--- config.mk ---
export PLATFORM = sky130hd
export DESIGN_NAME = keypad_scan4x4
export DESIGN_NICKNAME = d
export VERILOG_FILES = /design/src/rtl/keypad_pkg.sv /design/src/rtl/sync2.sv /design/src/rtl/keypad_scan4x4.sv
export SDC_FILE = /design/constraint.sdc
export NUM_CORES = 1
export LEC_CHECK = 0
export BUFFER_PORTS_ARGS = -buffer_cell sky130_fd_sc_hd__buf_2
export CORE_UTILIZATION = 67
export CTS_CLUSTER_SIZE = 16
export DETAILED_ROUTE_END_ITERATION = 7
export GPL_ROUTABILITY_DRIVEN = 0
export GPL_TIMING_DRIVEN = 0
export PLACE_DENSITY_LB_ADDON = 0.1
export SYNTH_ARGS = -nofsm -noshare
export SYNTH_HDL_FRONTEND = slang
export SYNTH_HIERARCHICAL = 1
export SYNTH_SLANG_ARGS = --single-unit
--- constraint.sdc ---
create_clock -name clk -period 14.56 [get_ports clk]
set_input_delay 0 -clock clk [delete_from_list [all_inputs] [get_ports clk]]
set_output_delay 0 -clock clk [all_outputs]
set_load 0.02 [all_outputs]
--- src/rtl/keypad_pkg.sv ---
// Shared constants, FSM state type and 16-bit key-map helpers for the 4x4 keypad scanner.
package keypad_pkg;

  localparam int unsigned NUM_ROWS = 4;
  localparam int unsigned NUM_COLS = 4;
  localparam int unsigned KEY_W    = 4;
  localparam int unsigned NUM_KEYS = NUM_ROWS * NUM_COLS;

  typedef enum logic [1:0] {
    IDLE     = 2'd0,
    HELD     = 2'd1,
    WAIT_REL = 2'd2
  } kp_state_t;

  function automatic logic [4:0] popcount16(input logic [15:0] v);
    logic [4:0] n;
    n = '0;
    for (int i = 0; i < 16; i++) begin
      n = n + {4'b0000, v[i]};
    end
    return n;
  endfunction

  // Only meaningful when exactly one bit is set.
  function automatic logic [3:0] onehot_index16(input logic [15:0] v);
    logic [3:0] idx;
    idx = '0;
    for (int i = 0; i < 16; i++) begin
      if (v[i]) idx = 4'(i);
    end
    return idx;
  endfunction

endpackage

--- src/rtl/sync2.sv ---
// Two-flop synchroniser for asynchronous level inputs; resets to all ones (idle pulled-up rows).
module sync2 #(
  parameter int unsigned WIDTH = 4
) (
  input  logic             clk_i,
  input  logic             rst_i,
  input  logic [WIDTH-1:0] d_i,
  output logic [WIDTH-1:0] q_o
);

  logic [WIDTH-1:0] meta_q;
  logic [WIDTH-1:0] sync_q;

  always_ff @(posedge clk_i or posedge rst_i) begin
    if (rst_i) begin
      meta_q <= '1;
      sync_q <= '1;
    end else begin
      meta_q <= d_i;
      sync_q <= meta_q;
    end
  end

  assign q_o = sync_q;

endmodule

--- src/rtl/keypad_scan4x4.sv ---
// 4x4 matrix keypad scanner: one-cold column drive, synchronised row sampling,
// whole-map debounce and a single-key press/release tracker.
module keypad_scan4x4
  import keypad_pkg::*;
#(
  parameter int unsigned DIV_BITS       = 16,
  parameter int unsigned DEBOUNCE_SCANS = 4
) (
  input  logic                clk,
  input  logic                reset,
  input  logic [NUM_ROWS-1:0] rows_n,
  output logic [NUM_COLS-1:0] col_n,
  output logic [KEY_W-1:0]    key_code,
  output logic                key_valid,
  output logic                key_down
);

  localparam int unsigned CntW = (DEBOUNCE_SCANS > 2) ? $clog2(DEBOUNCE_SCANS) : 1;
  localparam logic [CntW-1:0] CntMax = CntW'(DEBOUNCE_SCANS - 1);

  logic [DIV_BITS+1:0]  cnt_q, cnt_d;
  logic [1:0]           col, col_next;
  logic                 sample;
  logic [NUM_ROWS-1:0]  rows_sync;
  logic [NUM_COLS-1:0]  col_n_q, col_n_d;

  logic [NUM_KEYS-1:0]  scan_q, scan_d, scan_full;
  logic [NUM_KEYS-1:0]  prev_q, prev_d;
  logic [NUM_KEYS-1:0]  deb_q, deb_d;
  logic [CntW-1:0]      stable_q, stable_d;
  logic                 deb_stb_q, deb_stb_d;
  logic [3:0]           bit_idx;

  kp_state_t            state_q, state_d;
  logic [KEY_W-1:0]     key_code_q, key_code_d;
  logic                 key_valid_q, key_valid_d;
  logic                 key_down_q, key_down_d;

  sync2 #(
    .WIDTH(NUM_ROWS)
  ) u_rows_sync (
    .clk_i(clk),
    .rst_i(reset),
    .d_i  (rows_n),
    .q_o  (rows_sync)
  );

  // Divider and column drive; col_n follows the column of the next count so it
  // lines up with the count during each dwell.
  assign col      = cnt_q[DIV_BITS+1:DIV_BITS];
  assign cnt_d    = cnt_q + 1'b1;
  assign col_next = cnt_d[DIV_BITS+1:DIV_BITS];
  assign col_n_d  = ~(4'b0001 << col_next);
  assign sample   = &cnt_q[DIV_BITS-1:0];

  always_comb begin
    scan_full = scan_q;
    scan_d    = scan_q;
    prev_d    = prev_q;
    stable_d  = stable_q;
    deb_d     = deb_q;
    deb_stb_d = 1'b0;
    bit_idx   = '0;
    if (sample) begin
      for (int r = 0; r < NUM_ROWS; r++) begin
        bit_idx            = {2'(r), col};
        scan_full[bit_idx] = ~rows_sync[2'(r)];
      end
      scan_d = scan_full;
      if (col == 2'd3) begin
        prev_d = scan_full;
        if (scan_full == prev_q) begin
          stable_d = (stable_q == CntMax) ? CntMax : stable_q + 1'b1;
        end else begin
          stable_d = '0;
        end
        // Re-commits on every stable scan once saturated; the FSM tolerates repeats.
        if (stable_d == CntMax) begin
          deb_d     = scan_full;
          deb_stb_d = 1'b1;
        end
      end
    end
  end

  always_comb begin
    state_d     = state_q;
    key_code_d  = key_code_q;
    key_valid_d = 1'b0;
    key_down_d  = key_down_q;
    if (deb_stb_q) begin
      case (state_q)
        IDLE: begin
          if (popcount16(deb_q) == 5'd1) begin
            key_code_d  = onehot_index16(deb_q);
            key_valid_d = 1'b1;
            key_down_d  = 1'b1;
            state_d     = HELD;
          end else if (deb_q != '0) begin
            state_d = WAIT_REL;
          end
        end
        HELD: begin
          if (deb_q == '0) begin
            key_down_d = 1'b0;
            state_d    = IDLE;
          end
        end
        WAIT_REL: begin
          if (deb_q == '0) state_d = IDLE;
        end
        default: state_d = IDLE;
      endcase
    end
  end

  always_ff @(posedge clk or posedge reset) begin
    if (reset) begin
      cnt_q       <= '0;
      col_n_q     <= 4'b1110;
      scan_q      <= '0;
      prev_q      <= '0;
      deb_q       <= '0;
      stable_q    <= '0;
      deb_stb_q   <= 1'b0;
      state_q     <= IDLE;
      key_code_q  <= '0;
      key_valid_q <= 1'b0;
      key_down_q  <= 1'b0;
    end else begin
      cnt_q       <= cnt_d;
      col_n_q     <= col_n_d;
      scan_q      <= scan_d;
      prev_q      <= prev_d;
      deb_q       <= deb_d;
      stable_q    <= stable_d;
      deb_stb_q   <= deb_stb_d;
      state_q     <= state_d;
      key_code_q  <= key_code_d;
      key_valid_q <= key_valid_d;
      key_down_q  <= key_down_d;
    end
  end

  assign col_n     = col_n_q;
  assign key_code  = key_code_q;
  assign key_valid = key_valid_q;
  assign key_down  = key_down_q;

endmodule
==> metrics.txt <==
commonest non-fill, non-tap cell in the layout dfrtp_1; Reg clk slew, reported paths 0.09 ns; FF-to-FF End key_code[2]; vias in the first global route 3,109; htree depth 3; crit path max fanout 9; Die Y 83.19 um; Core ar. 6350 um^2; Final Hold Vio Count 0; number of vias in the routed layout 3,017; Final nets 464; worst r2r path cells 15; Worst R2R Start deb_q[11]; Worst EP required 14.81 ns; Slowest cell on crit path or4b_2; Area Growth Syn to Fin 9.660%; most used cell, CP fa_1; initial DRC count 167; CP arrival 5.18 ns; CTS max path bufs 2; initial core utilization 0.6956; final setup violating endpoints 0; slew margin rel. 0.5337; yosys warns 6; drt drc 0; GRT Overall Usage 0.2677; worst min path class in2async; Port-buffer cells 13; Worst Clk Skew 0.01193 ns; Post-DRT Antenna Nets 0; syn nets 436; critical path cell sequence fa_1, inv_1, fa_1, inv_1, fa_1, inv_1, fa_1, inv_1, ha_1, fa_1, or4b_2, a21oi_1, and3_1, buf_2, mux2_2; flop-to-flop setup slack 9.63 ns; WL/cell 15.94 um; worst hold slack 0.2209 ns; max cap viols 0; CTS Buf Count 9; die area 6921 um^2; n_diodes 0; post-synthesis cell count 411; largest net degree at the start of global routing 52; detail-routed via count per cell 5.791; peak supply drop 77.82 uV; most frequent cells in the layout 78 x dfrtp_1, 40 x nand2_1, 39 x inv_1; Setup Crit Path Kind reg2reg; Crit path depth 15; startpoint types flop; setup ws final 9.629 ns; final setup TNS 0 ns; TritonCTS clock tree built; clk_lat worst skew 0.36 ns; CP top delay family adder cells; outcome completed; critical path's largest stage delay 0.64 ns; RSZ-0062 raised after global routing false; Die Span X 83.19 um; Final period util 0.3386; Slew Viols, Final 0; Critical Path End Type flop; Final HPWL DP 6088 um; share of cells above drive strength 1 0.1667; TritonRoute pass-1 iters 4; clk root buf clkbuf_8; initial antenna violation count 0; first-pass GRT wire length 14,470 um; I/O pins 16; pre-CTS setup slack 9.615 ns; postcts setup bufs 0; # rows 29; total gr overflow 0; Final min period 4.931 ns; clock sinks 85; sum of buffers and inverters on the critical path 5; Max Freq 202.8 MHz; Slew @ Worst Pin 0.6935 ns; CTS resizes 0; static leakage 0.002393 uW; syn_area_per_cell 10.75 um^2; pwr/cell area 86.20 nW/um^2; netlist area before placement 4417 um^2; final wirelength 8307 um
where the power goes:
| part | internal (uW) | leakage, uW | switching [uW] | total, uW |
|---|---|---|---|---|
| Sequential | 237 | 0.00115 | 0.262 | 237 |
| Combinational | 2.62 | 0.00114 | 6.59 | 9.22 |
| Clock | 81.3 | 0.000100 | 89.8 | 171 |
worst register-to-register path, cell delays in order, from the launching register on:
cell and delay (ns):
dfrtp_1 0.46, fa_1 0.55, inv_1 0.05, fa_1 0.47
inv_1 0.05, fa_1 0.47, inv_1 0.05, fa_1 0.47
inv_1 0.04, ha_1 0.19, fa_1 0.43, or4b_2 0.64
a21oi_1 0.25, and3_1 0.20, buf_2 0.19, mux2_2 0.34
what timing repair did:
| action | in CTS | in global routing |
|---|---|---|
| hold buffers | 3 | 0 |
| hold endpoints to repair | 36 | 0 |
| setup endpoints to repair | 0 | 0 |
metal layers:
metal | track usage | vias up | share of wire
li1 | - | 1448 | -
met1 | 0.3556 | 1497 | 0.45
met2 | 0.4374 | 54 | 0.50
met3 | 0.04374 | 18 | 0.027
met4 | 0.1176 | 0 | 0.023
met5 | 0 | - | 0
area by class of cell:
class                   count  area, um^2
flip-flops and latches     85        2136
multi-input cells         275        2057
fillers                   433        1506
inverters                  40       152.6
clock buffers               9       123.9
repair buffers             17       122.6
well taps                  77       96.34
clock inverters             7       81.33
plain buffers              11       73.82
state kept, by name, indices dropped and copies added (netlist names):
| name | count |
|---|---|
| scan_q | 16 |
| u_rows_sync/q_o | 2 |
| state_q | 2 |
| cnt_q | 18 |
| key_valid | 1 |
| stable_q | 2 |
| key_code | 4 |
| deb_stb_q | 1 |
| u_rows_sync/meta_q | 2 |
| key_down | 1 |
| prev_q | 16 |
| deb_q | 16 |
| col_n | 4 |
worst max-delay path by stage:
stage / endpoint / slack, ns / from
after floorplan: key_code[2] / 9.88 / deb_q[11]
after global placement: key_code[2] / 9.65 / deb_q[11]
after detailed placement: key_code[2] / 9.61 / deb_q[5]
after CTS: key_code[2] / 9.62 / deb_q[5]
after global routing: key_code[2] / 9.41 / deb_q[11]
final: key_code[2] / 9.63 / deb_q[11]
through the flow:
step | utilization | std cells | total power [uW] | area, um^2
after global placement | 0.7210 | 501 | 249.5 | 4578
after global routing | 0.7628 | 521 | 432.1 | 4843
after floorplan | - | 411 | 247.3 | 4417
after detailed placement | 0.7257 | 502 | 250.8 | 4608
after CTS | 0.7628 | 521 | 421.2 | 4843
final | 0.7628 | 521 | 417.5 | 4843
(Power assumes the default switching activity.)
